[config.mk]
export PLATFORM = sky130hd
export DESIGN_NAME = idli_rf_m
export DESIGN_NICKNAME = d
export VERILOG_FILES = /design/src/rtl/idli_pkg.sv /design/src/rtl/idli_rf_shift_m.sv /design/src/rtl/idli_rf_m.sv
export SDC_FILE = /design/constraint.sdc
export NUM_CORES = 1
export LEC_CHECK = 0
export CORE_MARGIN = 2
export CORE_UTILIZATION = 50
export DETAILED_ROUTE_END_ITERATION = 8
export PLACE_DENSITY = 0.66
export SLEW_MARGIN = 25
export SYNTH_ARGS = -nofsm -noshare
export SYNTH_HDL_FRONTEND = slang
export SYNTH_SLANG_ARGS = --single-unit
[constraint.sdc]
create_clock -name i_rf_gck -period 23.3 [get_ports i_rf_gck]
set_clock_uncertainty 0.15 [all_clocks]
set_input_delay 4.66 -clock i_rf_gck [delete_from_list [all_inputs] [get_ports i_rf_gck]]
set_output_delay 4.66 -clock i_rf_gck [all_outputs]
set_load 0.02 [all_outputs]
[src/rtl/idli_pkg.sv]
// Shared idli types: nibble bus and register file sizing.
// Register file forwarding is selected with IDLI_RF_WB_FWD_EN.
package idli_pkg;

   typedef logic [3:0] sqi_data_t;

   localparam int RF_NUM_REGS = 16;

   typedef logic [3:0]  rf_idx_t;
   typedef logic [15:0] rf_data_t;

   typedef enum logic [0:0] {
      RF_IDLE,
      RF_STREAM
   } rf_state_t;

endpackage

[src/rtl/idli_rf_shift_m.sv]
// 16b load / shift-right-by-4 register presenting its low nibble.
// Shifting in zeros leaves the register cleared after four shifts.
module idli_rf_shift_m
   import idli_pkg::*;
(
   input  logic      clk,
   input  logic      rst,
   input  logic      load,
   input  logic      shift,
   input  rf_data_t  din,
   output sqi_data_t nib
);

   rf_data_t data_q;

   always_ff @(posedge clk or posedge rst) begin
      if (rst) begin
         data_q <= '0;
      end else if (load) begin
         data_q <= din;
      end else if (shift) begin
         data_q <= {4'h0, data_q[15:4]};
      end
   end

   assign nib = data_q[3:0];

endmodule

[src/rtl/idli_rf_m.sv]
// Nibble-serial register file: 16x16b, serial read stream, nibble writeback.
// Define IDLI_RF_WB_FWD_EN to forward a same-edge commit into a read snapshot.
module idli_rf_m
   import idli_pkg::*;
(
   input  logic      i_rf_gck,
   input  logic      i_rf_rst,
   input  logic      i_rf_start,
   input  rf_idx_t   i_rf_lhs_idx,
   input  rf_idx_t   i_rf_rhs_idx,
   output logic      o_rf_busy,
   output logic [1:0] o_rf_ctr,
   output sqi_data_t o_rf_lhs,
   output sqi_data_t o_rf_rhs,
   input  logic      i_rf_wr_vld,
   input  rf_idx_t   i_rf_wr_idx,
   input  sqi_data_t i_rf_wr_data,
   output logic      o_rf_wr_done
);

   rf_data_t   regs_q [RF_NUM_REGS];

   logic [1:0]  wr_ctr_q;
   logic [11:0] wr_acc_q;
   rf_idx_t     wr_idx_q;
   logic        wr_done_q;
   logic        wr_last;
   rf_data_t    wr_val;

   rf_state_t   state_q;
   logic [1:0]  ctr_q;
   logic        streaming;
   logic        load;
   logic        shift;
   rf_data_t    lhs_val;
   rf_data_t    rhs_val;

   assign wr_last = i_rf_wr_vld && (wr_ctr_q == 2'd3);
   assign wr_val  = {i_rf_wr_data, wr_acc_q};

   // Nibbles enter at the top so nibble 0 ends up in [3:0] after three.
   always_ff @(posedge i_rf_gck or posedge i_rf_rst) begin
      if (i_rf_rst) begin
         wr_ctr_q  <= '0;
         wr_acc_q  <= '0;
         wr_idx_q  <= '0;
         wr_done_q <= 1'b0;
      end else begin
         wr_done_q <= wr_last;
         if (i_rf_wr_vld) begin
            wr_ctr_q <= wr_ctr_q + 2'd1;
            wr_acc_q <= {i_rf_wr_data, wr_acc_q[11:4]};
            if (wr_ctr_q == 2'd0) begin
               wr_idx_q <= i_rf_wr_idx;
            end
         end
      end
   end

   always_ff @(posedge i_rf_gck or posedge i_rf_rst) begin
      if (i_rf_rst) begin
         for (int i = 0; i < RF_NUM_REGS; i++) begin
            regs_q[i] <= '0;
         end
      end else if (wr_last && (wr_idx_q != '0)) begin
         regs_q[wr_idx_q] <= wr_val;
      end
   end

   always_comb begin
      lhs_val = regs_q[i_rf_lhs_idx];
      rhs_val = regs_q[i_rf_rhs_idx];
`ifdef IDLI_RF_WB_FWD_EN
      if (wr_last && (wr_idx_q == i_rf_lhs_idx)) begin
         lhs_val = wr_val;
      end
      if (wr_last && (wr_idx_q == i_rf_rhs_idx)) begin
         rhs_val = wr_val;
      end
`endif
      if (i_rf_lhs_idx == '0) begin
         lhs_val = '0;
      end
      if (i_rf_rhs_idx == '0) begin
         rhs_val = '0;
      end
   end

   assign streaming = (state_q == RF_STREAM);
   assign load      = i_rf_start && (!streaming || (ctr_q == 2'd3));
   assign shift     = streaming && !load;

   // ctr wraps 3 -> 0 on the way back to idle.
   always_ff @(posedge i_rf_gck or posedge i_rf_rst) begin
      if (i_rf_rst) begin
         state_q <= RF_IDLE;
         ctr_q   <= '0;
      end else if (load) begin
         state_q <= RF_STREAM;
         ctr_q   <= '0;
      end else if (streaming) begin
         ctr_q <= ctr_q + 2'd1;
         if (ctr_q == 2'd3) begin
            state_q <= RF_IDLE;
         end
      end
   end

   idli_rf_shift_m u_lhs (
      .clk   (i_rf_gck),
      .rst   (i_rf_rst),
      .load  (load),
      .shift (shift),
      .din   (lhs_val),
      .nib   (o_rf_lhs)
   );

   idli_rf_shift_m u_rhs (
      .clk   (i_rf_gck),
      .rst   (i_rf_rst),
      .load  (load),
      .shift (shift),
      .din   (rhs_val),
      .nib   (o_rf_rhs)
   );

   assign o_rf_busy    = streaming;
   assign o_rf_ctr     = ctr_q;
   assign o_rf_wr_done = wr_done_q;

endmodule

Word level (Yosys, flattened, before mapping)

Index checks and enable logic that the tools add are counted.

Register bits after elaboration: 310
Bits in latches: 0
RAM bits: 0
ROM bits: 0
Input port bits: 20
Output and inout bits: 12
Logic and storage cells: 70
Memories: 0

Add/subtract/negate cells: 2
$mul: 0
Divide/modulo/power cells: 0
Magnitude comparators: 4
Eq/ne operators: 2
Shift-type cells: 0
Multiplexer cells: 20
Bitwise gates (word level): 3
Reduce and logical (&&, ||, !) cells: 15

Operator list:

| cell                | number |
|---|---|
| $bwmux 256          | 1 |
| $mux 16             | 11 |
| $bmux 16 s4         | 2 |
| $demux 16 s4        | 1 |
| $ge 5x5->1 const B  | 3 |
| $not 4->5           | 3 |
| $logic_not 4->1     | 2 |
| $logic_and 1x1->1   | 5 |
| $lt 5x1->1 const B  | 1 |
| $add 2x1->2 const B | 2 |
| $eq 2x2->1 const B  | 2 |
| $mux 2              | 2 |
| $reduce_bool 2->1   | 2 |
| $reduce_bool 4->1   | 1 |
| $mux 1              | 3 |
| $logic_not 1->1     | 2 |
| $logic_not 2->1     | 1 |
| $reduce_and 2->1    | 1 |
| $logic_or 1x1->1    | 1 |

Logic depth before layout (Yosys ltp)

Depth in word-level cells: 7
Mapped depth: 8
Depth with buffers taken out: 6

Modules after synthesis

From an unflattened synthesis, not the netlist that was laid out.

Cell total of the unflattened synthesis: 1,052
Area, all modules: 15,675.0 µm²

By module, submodules not included:

| module          | times used | cells an instance | area each (µm²) | sequential area each (µm²) |
|---|---|---|---|---|
| idli_rf_m       | 1          | 904               | 14,128.6        | 6,581.3 |
| idli_rf_shift_m | 2          | 74                | 773.2           | 400.4 |

Worst setup path after synthesis

Ideal clock, no wire load.

Path kind: input to register
Start point: in i_rf_wr_vld
End point: reg regs_q[224] (netlist name)
Setup time: 0.125 ns
Arrival: 5.923 ns
Data required time: 23.025 ns
Slack: 17.102 ns
Stages: 8
Buffers on the path: 3
Path through: buf_6 -> nand2_4 -> clkinv_4 -> nand3b_2 -> or3_1 -> buf_2 -> buf_6 -> mux2_4

Cells in the longest elaborated chain, start to end: 2

Ends and longest elaborated chain:

| element                        | line            | RTL |
|---|---|---|
| start: declaration             | idli_rf_m.sv:15 | `input logic i_rf_wr_vld,` |
| $logic_and 1x1->1              | idli_rf_m.sv:38 | `assign wr_last = i_rf_wr_vld && (wr_ctr_q == 2'd3);` |
| via wr_last                    | idli_rf_m.sv:27 | `logic wr_last;` |
| $logic_and 1x1->1              | idli_rf_m.sv:65 | `end else if (wr_last && (wr_idx_q != '0)) begin` |
| end signal: indexed assignment | idli_rf_m.sv:66 | `regs_q[wr_idx_q] <= wr_val;` |
| end: declaration               | idli_rf_m.sv:21 | `rf_data_t regs_q [RF_NUM_REGS];` |

The timed path passes the listed nets, and every way through them passes these cells.
A chain may end at the register's enable or synchronous reset.

Worst setup path in the final report

Start point: in i_rf_wr_vld
End point: reg regs_q[149] (netlist name)

Same word-level chain as after synthesis.

==> impl_metrics.json <==
{
  "routed_wl_mm": 44.65,
  "wl_per_cell_um": 26.15,
  "timing.setup.tns_ps": 0,
  "ys_seq_elements": 310,
  "fillerInstances": 2720,
  "r2r-start": "o_rf_busy",
  "worstRegToRegCells": 4,
  "port_buffers": 31,
  "die_area_um2": 34030,
  "synth_area_per_cell_um2": 12.70,
  "pre_cts_slack_ps": 15440,
  "grtUsageTotal_pct": 26.76,
  "timing.rr.end": "u_rhs.data_q[11]",
  "synth_top_flop_cell": "dfrtp_1",
  "setup_viol": 0,
  "min_period_ps": 7244,
  "yosys-top-cells-area": "dfrtp_1, mux2_2, mux2i_1",
  "vdd_drop_max_uv": 58.38,
  "fp.dieH_um": 184.5,
  "detailedPlacementHpwl_mm": 26.57,
  "clock-sinks": 310,
  "synth_top_cell_by_area": "dfrtp_1",
  "finalCritPeriodShare_pct": 31.09,
  "layout.nets": 1264,
  "crit_required_ps": 23560,
  "cap_violations": 0,
  "drt-pass1-iter-count": 5,
  "crit_arrival_ps": 7500,
  "hold_depth": 0,
  "worstPathMaxFanout": 17,
  "gp_congestion": 0.7870,
  "dp_cells": 1645,
  "final-max-slew-violation-count": 0,
  "clock_latency_ps": 520,
  "hold_class": "reg -> reg",
  "yosysTopAreaCellShare_pct": 47.64,
  "synth.distinct_cells": 45,
  "overflow": 0,
  "final_util_pct": 55.85,
  "htreeDepth": 2,
  "hold_slack_ps": 247.1,
  "syn_area_um2": 16280,
  "io_pins": 32,
  "cts_tree": "yes",
  "antenna_found_initial": 0,
  "instances_no_fill": 1707,
  "synth_most_common_cell": "dfrtp_1",
  "antenna_cells": 0,
  "ys_warn_count": 0,
  "cts_resized": 0,
  "core_um2": 32290,
  "grt_first_pass_wirelength_mm": 68.14,
  "vias": 10880,
  "cts_buffers": 36,
  "grt_pass1_vias": 10930,
  "ctsHoldBuffers": 0,
  "grt_max_degree": 107,
  "synth_edf_count": 0,
  "rows": 66,
  "rrSetupSlack_ps": 20280,
  "final_layout_size_suffix_gt1_share_pct": 30.99,
  "relSlewSlack_pct": 26.63,
  "synthTopCellsByCount": "dfrtp_1, mux2i_1, mux2_2",
  "drt_iter0_markers": 1028,
  "cp-start-kind": "input port",
  "synth-seq-area-share_pct": 47.64,
  "cts_root_buf": "clkbuf_16",
  "min_to": "regs_q[246]",
  "outcome": "completed",
  "clockBufferDepth": 3,
  "drcViolationCount": 0,
  "clk_pin_slew_ps": 60,
  "syn_inst": 1282,
  "initial_core_util_pct": 50.43,
  "endpoint_kind": "flip-flop",
  "ant_nets": 0,
  "powerDensity_nw_per_um2": 109.4,
  "post_cts_buffers": 0,
  "vias_per_cell": 6.376,
  "setup_slack_ps": 16060,
  "fmax_ghz": 0.1380,
  "worst-setup-path-type": "in -> reg",
  "chipWidth_um": 184.5,
  "worst_pin_slew_ps": 1099,
  "hold_start": "regs_q[246]",
  "syn-num-nets": 1305,
  "area_growth_pct": 10.73,
  "rsz0062_at_grt": "no",
  "finalHoldViolations": 0,
  "leakagePower_nw": 8.459,
  "async_flop_share_pct": 100.0
}
-- cell usage in the layout (no fill, tap or decap), drive strengths merged, types with 3 or more instances in the layout --
cell type	netlist	final
dfrtp	310	310
mux2	264	264
mux2i	232	232
a22oi	96	96
clkbuf	74	50
nand3	47	47
o22ai	38	38
clkdlybuf4s50	0	29
buf	60	26
nor2	24	24
o211ai	22	22
a211oi	16	16
nand2	16	16
a31oi	10	10
or3b	8	8
mux4	8	8
a221oi	8	8
nand2b	7	7
clkinv	2	6
inv	4	6
bufinv	0	5
nor2b	5	5
or3	3	3
o21ai	3	3
ha	3	3
nor4	3	3
-- sequential cells by signal, summed over array words and instances, names as in the netlist --
name / count
o_rf_ctr: 2
o_rf_busy: 1
u_rhs.data_q: 16
wr_ctr_q: 2
regs_q: 256
o_rf_wr_done: 1
wr_idx_q: 4
u_lhs.data_q: 16
wr_acc_q: 12
-- worst max-delay path by stage --
stage	startpoint	to	cells after the start	slack, ps
detailed placement	i_rf_rst	regs_q[47]	4	15440
CTS	i_rf_rst	regs_q[72]	4	15990
finish	i_rf_wr_vld	regs_q[149]	6	16060
global route	i_rf_rst	u_rhs.data_q[2]	4	15860
global placement	i_rf_rst	regs_q[237]	4	15460
floorplan	i_rf_rst	o_rf_busy	1	9920
-- critical path, stage by stage --
cell             delay (ps)
clkdlybuf4s50_1        1070
nand2_4                 160
clkinv_4                120
nand3b_2                170
nor2_2                  880
mux2_2                  430
-- kinds of logic after synthesis --
family          synth area share [%]
fa+ha+maj                     0.2305
compound gates                 8.790
simple gates                   4.318
flops                          47.64
buf+inv                        4.141
mux                            34.78
xor+xnor                      0.1076
-- final cells by class --
class                           count  area (um2)  share of cell area [%]
Inverter                            6       35.03                  0.1943
Tap cell                          442       553.0                   3.067
Sequential cell                   310        7757                   43.02
Timing Repair Buffer               55       496.7                   2.755
Multi-Input combinational cell    832        7920                   43.92
Clock buffer                       50        1075                   5.960
Clock inverter                     12       195.2                   1.082
-- report_power, final --
| group | internal, W | leakage, nW | total (W) | switching, W |
|---|---|---|---|---|
| Clock | 0.000377 | 0.627 | 0.000603 | 0.000226 |
| Sequential | 0.000709 | 4.14 | 0.000867 | 0.000158 |
| Combinational | 0.000276 | 3.69 | 0.000502 | 0.000226 |
| Total | 0.00136 | 8.46 | 0.00197 | 0.000610 |
-- routing by layer --
layer	track usage, %	share of wire [%]	wire length, um	up-vias
li1	-	-	-	4721
met1	37.80	45	20040	5756
met2	42.20	47	20790	327
met3	4.940	5.9	2619	80
met4	7.808	2.7	1197	0
met5	0	0	0	-
-- metrics by stage --
stage | instance area [um2] | total power (W)
5_1_grt | 18030 | 0.002067
4_1_cts | 18020 | 0.001975
6_report | 18030 | 0.001972
2_1_floorplan | 16280 | 0.001219
3_3_place_gp | 16750 | 0.001347
3_5_place_dp | 16750 | 0.001369
No activity file was read; power rests on OpenSTA's default activity.
